===== src/rtl/glacier_spawner_if.sv =====
// Control/status bundle between the game sequencer and the glacier spawner.
// The sequencer drives frame sync and control; the spawner returns slot state and event pulses.
interface glacier_spawner_if #(
  parameter int NUM_SLOTS = 4
);
  logic                     i_v_sync;
  logic                     i_enable;
  logic                     i_clear;
  logic [NUM_SLOTS-1:0]     o_active;
  logic [NUM_SLOTS*16-1:0]  o_pos_x;
  logic [NUM_SLOTS*16-1:0]  o_pos_y;
  logic                     o_busy;
  logic                     o_update_done;
  logic                     o_spawn;
  logic                     o_overflow;
  logic                     o_tick_dropped;

  modport master (
    output i_v_sync, i_enable, i_clear,
    input  o_active, o_pos_x, o_pos_y, o_busy,
    input  o_update_done, o_spawn, o_overflow, o_tick_dropped
  );

  modport slave (
    input  i_v_sync, i_enable, i_clear,
    output o_active, o_pos_x, o_pos_y, o_busy,
    output o_update_done, o_spawn, o_overflow, o_tick_dropped
  );
endinterface


===== src/rtl/glacier_spawner.sv =====
// Glacier sprite slot manager: each frame tick walks every slot (drift down-left,
// retire past the bottom limit), then periodically loads a free slot at a random x.
module glacier_spawner #(
  parameter int          NUM_SLOTS    = 4,
  parameter int          SPAWN_PERIOD = 90,
  parameter logic [15:0] X_MIN        = 16'd150,
  parameter logic [15:0] Y_START      = 16'd96,
  parameter logic [15:0] Y_LIMIT      = 16'd500
) (
  input  logic          i_clk,
  input  logic          i_rst_n,
  glacier_spawner_if.slave bus
);
  localparam int               IDX_W     = (NUM_SLOTS > 1) ? $clog2(NUM_SLOTS) : 1;
  localparam int               CNT_W     = $clog2(SPAWN_PERIOD);
  localparam logic [IDX_W-1:0] LAST_IDX  = IDX_W'(NUM_SLOTS - 1);
  localparam logic [CNT_W-1:0] CNT_LAST  = CNT_W'(SPAWN_PERIOD - 1);
  localparam logic [15:0]      LFSR_SEED = 16'hACE1;

  typedef enum logic [1:0] {S_IDLE, S_WAIT, S_UPDATE, S_SPAWN} state_t;

  state_t                 state, state_next;
  logic [IDX_W-1:0]       idx;
  logic [NUM_SLOTS-1:0]   active;
  logic [15:0]            pos_x [NUM_SLOTS];
  logic [15:0]            pos_y [NUM_SLOTS];
  logic [CNT_W-1:0]       frame_cnt;
  logic [15:0]            lfsr;
  logic                   vs_prev;
  logic                   busy, update_done, spawn, overflow, tick_dropped;

  logic                   tick;
  logic                   lfsr_fb;
  logic                   free_found;
  logic [IDX_W-1:0]       free_idx;
  logic [NUM_SLOTS*16-1:0] pos_x_flat, pos_y_flat;

  assign tick    = bus.i_v_sync & ~vs_prev;
  assign lfsr_fb = lfsr[15] ^ lfsr[13] ^ lfsr[12] ^ lfsr[10];

  // NOTE: every signal written in an always_comb gets a default first, so no path leaves it unassigned and no latch is inferred.
  always_comb begin
    state_next = state;
    unique case (state)
      S_IDLE:   if (bus.i_enable) state_next = S_WAIT;
      S_WAIT: begin
        if (!bus.i_enable) state_next = S_IDLE;
        else if (tick)     state_next = S_UPDATE;
      end
      S_UPDATE: if (idx == LAST_IDX) state_next = S_SPAWN;
      S_SPAWN:  state_next = bus.i_enable ? S_WAIT : S_IDLE;
      default:  state_next = S_IDLE;
    endcase
    if (bus.i_clear) state_next = S_IDLE;
  end

  // Lowest-index free slot; the descending scan leaves the smallest index last.
  always_comb begin
    free_found = 1'b0;
    free_idx   = '0;
    for (int i = NUM_SLOTS - 1; i >= 0; i--) begin
      if (!active[i]) begin
        free_found = 1'b1;
        free_idx   = IDX_W'(i);
      end
    end
  end

  always_comb begin
    pos_x_flat = '0;
    pos_y_flat = '0;
    for (int k = 0; k < NUM_SLOTS; k++) begin
      pos_x_flat[16*k +: 16] = pos_x[k];
      pos_y_flat[16*k +: 16] = pos_y[k];
    end
  end

  // NOTE: sequential state uses non-blocking assignments so every register samples pre-edge values regardless of statement order.
  always_ff @(posedge i_clk) begin
    if (!i_rst_n) begin
      state        <= S_IDLE;
      idx          <= '0;
      active       <= '0;
      // NOTE: the slot arrays are reset explicitly because the visible positions must read zero after reset, not power-up garbage.
      for (int k = 0; k < NUM_SLOTS; k++) begin
        pos_x[k] <= '0;
        pos_y[k] <= '0;
      end
      frame_cnt    <= '0;
      lfsr         <= LFSR_SEED;
      vs_prev      <= 1'b0;
      busy         <= 1'b0;
      update_done  <= 1'b0;
      spawn        <= 1'b0;
      overflow     <= 1'b0;
      tick_dropped <= 1'b0;
    end else begin
      lfsr         <= {lfsr[14:0], lfsr_fb};
      vs_prev      <= bus.i_v_sync;
      state        <= state_next;
      busy         <= (state_next == S_UPDATE) || (state_next == S_SPAWN);
      update_done  <= 1'b0;
      spawn        <= 1'b0;
      overflow     <= 1'b0;
      tick_dropped <= 1'b0;

      if (bus.i_clear) begin
        active    <= '0;
        idx       <= '0;
        frame_cnt <= '0;
        for (int k = 0; k < NUM_SLOTS; k++) begin
          pos_x[k] <= '0;
          pos_y[k] <= '0;
        end
      end else begin
        unique case (state)
          S_WAIT: idx <= '0;
          S_UPDATE: begin
            tick_dropped <= tick;
            if (active[idx]) begin
              if (pos_y[idx] > Y_LIMIT) begin
                active[idx] <= 1'b0;
              end else begin
                pos_y[idx] <= pos_y[idx] + 16'd1;
                pos_x[idx] <= pos_x[idx] - 16'd1;
              end
            end
            idx <= idx + 1'b1;
          end
          S_SPAWN: begin
            tick_dropped <= tick;
            update_done  <= 1'b1;
            if (frame_cnt == CNT_LAST) begin
              frame_cnt <= '0;
              if (free_found) begin
                active[free_idx] <= 1'b1;
                pos_x[free_idx]  <= X_MIN + {8'd0, lfsr[7:0]};
                pos_y[free_idx]  <= Y_START;
                spawn            <= 1'b1;
              end else begin
                overflow <= 1'b1;
              end
            end else begin
              frame_cnt <= frame_cnt + 1'b1;
            end
          end
          default: ;
        endcase
      end
    end
  end

  assign bus.o_active       = active;
  assign bus.o_pos_x        = pos_x_flat;
  assign bus.o_pos_y        = pos_y_flat;
  assign bus.o_busy         = busy;
  assign bus.o_update_done  = update_done;
  assign bus.o_spawn        = spawn;
  assign bus.o_overflow     = overflow;
  assign bus.o_tick_dropped = tick_dropped;
endmodule


===== src/flat_wrapper.sv =====
// flat-port wrapper written by rule: the top's interface ports become plain ports
module glacier_spawner_flat 
#(
  parameter int          NUM_SLOTS    = 4,
  parameter int          SPAWN_PERIOD = 90,
  parameter logic [15:0] X_MIN        = 16'd150,
  parameter logic [15:0] Y_START      = 16'd96,
  parameter logic [15:0] Y_LIMIT      = 16'd500
)
  (i_clk, i_rst_n, bus_i_v_sync, bus_i_enable, bus_i_clear, bus_o_active, bus_o_pos_x, bus_o_pos_y, bus_o_busy, bus_o_update_done, bus_o_spawn, bus_o_overflow, bus_o_tick_dropped);
  glacier_spawner_if #(.NUM_SLOTS(NUM_SLOTS)) bus_i ();
  input  logic i_clk;
  input  logic i_rst_n;
  input wire logic [$bits(bus_i.i_v_sync)-1:0] bus_i_v_sync;
  input wire logic [$bits(bus_i.i_enable)-1:0] bus_i_enable;
  input wire logic [$bits(bus_i.i_clear)-1:0] bus_i_clear;
  output wire logic [$bits(bus_i.o_active)-1:0] bus_o_active;
  output wire logic [$bits(bus_i.o_pos_x)-1:0] bus_o_pos_x;
  output wire logic [$bits(bus_i.o_pos_y)-1:0] bus_o_pos_y;
  output wire logic [$bits(bus_i.o_busy)-1:0] bus_o_busy;
  output wire logic [$bits(bus_i.o_update_done)-1:0] bus_o_update_done;
  output wire logic [$bits(bus_i.o_spawn)-1:0] bus_o_spawn;
  output wire logic [$bits(bus_i.o_overflow)-1:0] bus_o_overflow;
  output wire logic [$bits(bus_i.o_tick_dropped)-1:0] bus_o_tick_dropped;
  assign bus_i.i_v_sync = bus_i_v_sync;
  assign bus_i.i_enable = bus_i_enable;
  assign bus_i.i_clear = bus_i_clear;
  assign bus_o_active = bus_i.o_active;
  assign bus_o_pos_x = bus_i.o_pos_x;
  assign bus_o_pos_y = bus_i.o_pos_y;
  assign bus_o_busy = bus_i.o_busy;
  assign bus_o_update_done = bus_i.o_update_done;
  assign bus_o_spawn = bus_i.o_spawn;
  assign bus_o_overflow = bus_i.o_overflow;
  assign bus_o_tick_dropped = bus_i.o_tick_dropped;
  glacier_spawner #(.NUM_SLOTS(NUM_SLOTS), .SPAWN_PERIOD(SPAWN_PERIOD), .X_MIN(X_MIN), .Y_START(Y_START), .Y_LIMIT(Y_LIMIT)) u_core (.i_clk(i_clk), .i_rst_n(i_rst_n), .bus(bus_i));
endmodule

===== config.mk =====
export PLATFORM = sky130hd
export DESIGN_NAME = glacier_spawner_flat
export DESIGN_NICKNAME = d
export VERILOG_FILES = /design/src/rtl/glacier_spawner_if.sv /design/src/rtl/glacier_spawner.sv /design/src/flat_wrapper.sv
export SDC_FILE = /design/constraint.sdc
export NUM_CORES = 1
export LEC_CHECK = 0
export ABC_AREA = 1
export CORE_MARGIN = 2
export CORE_UTILIZATION = 35
export CTS_CLUSTER_SIZE = 14
export DETAILED_ROUTE_END_ITERATION = 6
export PLACE_DENSITY = 0.56
export SYNTH_ARGS = -nofsm -noshare
export SYNTH_HDL_FRONTEND = slang
export SYNTH_SLANG_ARGS = --single-unit

===== constraint.sdc =====
create_clock -name i_clk -period 3.5 [get_ports i_clk]
set_clock_uncertainty 0.05 [all_clocks]
set_input_delay 0.7 -clock i_clk [delete_from_list [all_inputs] [get_ports i_clk]]
set_output_delay 0.7 -clock i_clk [all_outputs]
set_load 0.005 [all_outputs]

==> impl_metrics.yaml, run 1 <==
die:
  ios: 142
  fp.dieW_um: 156.3
  num_rows: 55
  die-area_sq_mm: 0.02444
  initial_core_util_pct: 35.77
  coreArea_sq_mm: 0.02271
  die_y_um: 156.3
power:
  netSwitchingPower_uw: 1050
  powerDensity_mw_per_mm2: 425.6
  p_leak_uw: 0.004271
  ir_drop_mv: 0.2963
  clockPowerShare_pct: 39.5
  internal-power_uw: 3409
  pwr-share-seq_pct: 51.3
  combinationalPowerShare_pct: 9.2
  swShare_pct: 23.54
global_routing:
  antenna_found_initial: 0
  grt_overflow: 0
  grt_max_degree: 30
  grt_usage_pct: 19.19
  grt_first_pass_wirelength_um: 35400
  grt_pass1_vias: 6155
routing:
  routed_via_density: 4.739
  ant_nets: 0
  vias: 6450
  wirelength_um: 22460
  initialDrtViolationCount: 479
  drcViolationCount: 0
  drtPass1Iterations: 4
  wire_per_inst_um: 16.50
logic_synthesis:
  yosys_most_used_dff: "edfxtp_1"
  yosysTopAreaCell: "edfxtp_1"
  syn-cell-area_sq_mm: 0.008123
  avgSynthCellArea_sq_um: 9.168
  synth-edff-count: 128
  synth_cell_types: 46
  async_flop_share_pct: 0
  syn_inst: 886
  netlist_top_cells_count: "251 x nand2_1, 128 x edfxtp_1, 122 x nor2_1"
  postSynthRegisterBits: 167
  synthMostInstantiatedCell: "nand2_1"
  ys_warn_count: 0
  netlist.area_leader.share_pct: 47.32
  seq_area_frac_synth_pct: 56.93
  synth_top_cells_by_area: "edfxtp_1 47%, nand2_1 12%, dfxtp_1 9.6%"
clocking:
  cts_setup_buffers: 0
  cts_sinks: 167
  clk_pin_slew_ns: 0.06
  cts_resized: 0
  cts_tree: "yes"
  hold_buffers: 0
  insertion_delay_ns: 0.43
  htreeDepth: 4
  cts_buffers: 17
  clk_path_buf_depth: 2
  cts_root_buffer: "clkbuf_16"
sta:
  post-route-min-period_ns: 2.940
  setup_tns_ns: 0
  timing.hold.ws_ns: 0.3527
  worst_slew_pin_slew_ns: 0.5446
  max_freq_mhz: 340.1
  fin_crit_sh_pct: 84.01
  hold_viol_final: 0
  drv_slew: 0
  relSlewSlack_pct: 63.38
  rsz0062_at_grt: "false"
  report.final.setup_viol: 0
final_layout:
  nets: 1083
  area_growth_pct: 28.97
  drive_gt1_share_pct: 10.41
  final_cell_area_sq_mm: 0.01048
  antennaDiodeCount: 0
  post-route-util_pct: 46.13
status:
  outcome: "finished clean"
placed_design:
  place_area_sq_mm: 0.009926
  globalplace.congestion: 0.8606
  portBuffers: 141
  hpwl_um: 15780
hold_path:
  min_path_type: "reg -> reg"
worst_setup_path:
  path_max_fanout: 22
  start_kind: "flip-flop"
  worst_setup_path_end_kind: "flip-flop"
  crit_required_ns: 3.54
  setup.worst_path.class: "reg -> reg"
  cp.arrival_ns: 2.98
job:
  drv_cap: 0
## worst max-delay path, stage by stage, from the launching register on
cell,delay (ns)
dfxtp_2,0.56
inv_4,0.19
nand2_1,0.10
nand2_1,0.05
nand2_1,0.05
nand2_1,0.14
inv_1,0.10
ha_1,0.16
nand3b_1,0.11
a21oi_1,0.06
nand2_1,0.12
nand3_2,0.10
nand2_4,0.13
nand3_4,0.19
nand2_1,0.14
buf_4,0.34
## per-stage QoR
| stage | cells | power [uW] | worst slack (ns) |
|---|---|---|---|
| detailed placement | 1329 | 2741 | 0.2665 |
| finish | 1361 | 4459 | 0.5597 |
| global placement | 1329 | 2739 | 0.3440 |
| CTS | 1361 | 4503 | 0.5354 |
| global route | 1361 | 4634 | 0.3346 |
| floorplan | 913 | 2493 | 0.4765 |
## final timing paths
check	end	from	slack, ns	depth (start not counted)
worst max register to register	u_core.pos_x[3][12]$_SDFFCE_PN0P_	flip-flop	0.56	15
worst min-delay path	u_core.lfsr[15]$_SDFF_PN1_	u_core.lfsr[14]$_SDFF_PN0_	0.35	2
worst max-delay path	u_core.pos_x[3][12]$_SDFFCE_PN0P_	flip-flop	0.56	15
worst min register to register	u_core.lfsr[15]$_SDFF_PN1_	u_core.lfsr[14]$_SDFF_PN0_	0.35	2
## cells in the final DEF (no fill, tap or decap), types with 3 or more instances in the layout
cell               n
a21oi_1           24
and2_1             3
buf_4             25
clkbuf_16         18
clkdlybuf4s50_1  141
clkinv_2           3
conb_1            28
dfxtp_1           38
edfxtp_1         128
ha_1              15
inv_1             62
inv_2              8
inv_4              4
nand2_1          248
nand2_2           10
nand2_4            3
nand3_1           80
nand3_2            3
nand3_4            4
nand3b_1           4
nor2_1           122
nor2_2            16
nor2_4             4
nor3_1             8
o21ai_0           23
o21ai_1           10
o22ai_1            3
o31ai_1            4
xor2_1             7
## logic make-up after synthesis
| group | share of synthesized area (%) |
|---|---|
| flip-flops | 56.93 |
| AND/OR/NAND/NOR | 27.74 |
| adder cells (fa/ha/maj) | 2.311 |
| other | 0.04617 |
| XOR/XNOR | 0.9705 |
| AO/OA/AOI/OAI | 5.161 |
| buffers and inverters | 6.839 |
## power by group through the flow
stage	clock network (uW)	registers (uW)	logic [uW]
6_report	1760	2290	410
5_1_grt	1880	2300	455
4_1_cts	1800	2290	414
3_5_place_dp	0	2330	410
3_3_place_gp	0	2330	408
2_1_floorplan	0	2320	172
## area by class of cell
cell class | count | area, sq um
clock inverter | 10 | 67.56
inverter | 72 | 272.8
sequential | 167 | 4626
clock buffer | 22 | 483.0
timing repair buffer | 167 | 1619
fill | 2220 | 12230
tap | 285 | 356.6
multi-input combinational | 638 | 3052
## registers in the layout (all words and copies together), names as in the netlist, named ones only
name                       cells
u_core.lfsr                   16
u_core.vs_prev                 1
u_core.state                   2
u_core.bus.o_tick_dropped      1
u_core.bus.o_overflow          1
u_core.bus.o_active            4
u_core.pos_y                  64
u_core.bus.o_update_done       1
u_core.idx                     2
u_core.pos_x                  64
u_core.bus.o_spawn             1
u_core.frame_cnt               7
u_core.bus.o_busy              1
## layer usage
metal / wire length (um) / GRT usage, % / vias up
met5: 0 / 0 / -
met4: 444 / 5.679 / 0
met3: 981 / 3.932 / 23
met2: 10350 / 29.73 / 166
met1: 10690 / 27.16 / 3019
li1: - / - / 3242
(Power assumes the default switching activity.)
==> run 2: changes to the inputs <==
--- a/config.mk
+++ b/config.mk
@@ -10,7 +10,7 @@
 export CORE_UTILIZATION = 35
 export CTS_CLUSTER_SIZE = 14
 export DETAILED_ROUTE_END_ITERATION = 6
-export PLACE_DENSITY = 0.56
+export PLACE_DENSITY = 0.58
 export SYNTH_ARGS = -nofsm -noshare
 export SYNTH_HDL_FRONTEND = slang
 export SYNTH_SLANG_ARGS = --single-unit
==> constraint.sdc (replaced) <==
create_clock -name i_clk -period 2.5 [get_ports i_clk]
set_clock_uncertainty 0.05 [all_clocks]
set_input_delay 0.5 -clock i_clk [delete_from_list [all_inputs] [get_ports i_clk]]
set_output_delay 0.5 -clock i_clk [all_outputs]
set_load 0.005 [all_outputs]
==> run 2 against run 1 <==
Critical path depth fell by 1. Setup slack worse by 0.46 ns. Design area rose by 6.7%. Sequential power is 40% higher. Cell count increased by 3.2%. Utilization up 3.1 points. Largest cell class unchanged. Largest power group unchanged.
==> impl_metrics.yaml, run 2 (same netlist as run 1, synthesis figures left out) <==
status:
  outcome: "finished clean"
worst_setup_path:
  start_kind: "flip-flop"
  crit_required_ns: 2.64
  path_max_fanout: 5
  worst_setup_path_end_kind: "flip-flop"
  setup.worst_path.class: "reg -> reg"
  cp.arrival_ns: 2.54
final_layout:
  drive_gt1_share_pct: 15.54
  fin_cells: 1405
  top_regs: "u_core.pos_x (64), u_core.pos_y (64), u_core.lfsr (16)"
  area_growth_pct: 37.55
  nets: 1127
  antennaDiodeCount: 0
  final_cell_area_sq_mm: 0.01117
  layout_commonest_cell: "nand2_1"
  layout_common_cells: "237 x nand2_1, 141 x clkdlybuf4s50_1, 128 x edfxtp_1"
die:
  coreArea_sq_mm: 0.02271
  initial_core_util_pct: 35.77
  die_y_um: 156.3
  fp.dieW_um: 156.3
  ios: 142
  die-area_sq_mm: 0.02444
  num_rows: 55
routing:
  wirelength_um: 23260
  ant_nets: 0
  vias: 6702
  routed_via_density: 4.770
  drcViolationCount: 0
  wire_per_inst_um: 16.55
  initialDrtViolationCount: 553
  drtPass1Iterations: 5
clocking:
  cts_sinks: 167
  clk_pin_slew_ns: 0.07
  htreeDepth: 4
  cts_root_buffer: "clkbuf_16"
  clk_path_buf_depth: 2
  insertion_delay_ns: 0.43
  hold_buffers: 0
  cts_tree: "yes"
  cts_buffers: 17
sta:
  hold_viol_final: 0
  fin_crit_sh_pct: 96.07
  report.final.setup_viol: 0
  timing.hold.ws_ns: 0.3586
  drv_slew: 0
  post-route-min-period_ns: 2.402
  max_freq_mhz: 416.4
global_routing:
  grt_usage_pct: 18.90
  grt_pass1_vias: 6285
  grt_first_pass_wirelength_um: 34950
  grt_overflow: 0
  grt_max_degree: 29
  antenna_found_initial: 0
placed_design:
  globalplace.congestion: 0.8451
  hpwl_um: 16220
  place_area_sq_mm: 0.01028
  portBuffers: 141
  dpl.cell_count: 1359
power:
  p_leak_uw: 0.004609
  combinationalPowerShare_pct: 10.0
  pwr-share-seq_pct: 50.5
  internal-power_uw: 4800
  ir_drop_mv: 0.4715
  swShare_pct: 24.16
  netSwitchingPower_uw: 1529
  powerDensity_mw_per_mm2: 566.5
  clockPowerShare_pct: 39.5
  power_uw: 6329
job:
  drv_cap: 0
hold_path:
  min_path_type: "reg -> reg"
run 2: power by group through the flow:
stage | sequential, uW | combinational (uW) | clock [uW]
global route | 3210 | 694 | 2660
CTS | 3200 | 614 | 2550
floorplan | 3250 | 242 | 0
global placement | 3260 | 604 | 0
detailed placement | 3260 | 610 | 0
finish | 3200 | 633 | 2500
run 2: final timing paths:
kind | start | endpoint | slack (ns) | depth (start not counted)
worst max-delay path | flip-flop | u_core.pos_x[1][1]$_SDFFCE_PN0P_ | 0.1 | 14
worst min-delay path | u_core.lfsr[14]$_SDFF_PN0_ | u_core.lfsr[15]$_SDFF_PN1_ | 0.36 | 2
worst max register to register | flip-flop | u_core.pos_x[1][1]$_SDFFCE_PN0P_ | 0.1 | 14
worst min register to register | u_core.lfsr[14]$_SDFF_PN0_ | u_core.lfsr[15]$_SDFF_PN1_ | 0.36 | 2
run 2: timing repair:
action / in CTS / in global routing
resized for setup: 3 / 38
endpoints found under the setup margin: 12 / 228
buffers inserted: 0 / 8
gates cloned: 0 / 6
hold endpoints to repair: 0 / 0
pin swaps: 0 / 5
run 2: stage by stage:
step	util, %	setup WS, ns	setup TNS, ns
detailed placement	45.26	-0.1519	-26.08
finish	49.20	0.09831	0
floorplan	-	-0.1648	-21.09
global route	49.20	-0.006949	-0.05624
CTS	47.77	0.02732	0
global placement	45.26	-0.1185	-18.98
run 2: critical path: stages, from the launching register on:
cell	delay, ns
dfxtp_4	0.38
buf_12	0.14
buf_6	0.11
nand2_1	0.04
nand3_1	0.10
nand2_2	0.09
ha_2	0.17
nand3b_1	0.18
a21oi_2	0.17
nand2_2	0.09
nand3_2	0.10
nand2_4	0.10
nand3_4	0.14
nand2_8	0.10
clkbuf_16	0.19
run 2: per-layer routing:
| layer | up-vias | part of all wire, % | track usage, % |
|---|---|---|---|
| met5 | - | 0 | 0 |
| met4 | 0 | 0.94 | 4.587 |
| met2 | 185 | 48 | 30.38 |
| li1 | 3330 | - | - |
| met1 | 3174 | 46 | 26.11 |
| met3 | 13 | 5.7 | 4.071 |
run 2: layout make-up:
cell class | instances | area, sq um
multi-input cells | 638 | 3138
fillers | 2168 | 11540
flip-flops and latches | 167 | 4629
inverters | 72 | 282.8
repair buffers | 210 | 2200
clock inverters | 12 | 91.34
repair inverters | 1 | 8.758
clock buffers | 20 | 466.7
well taps | 285 | 356.6
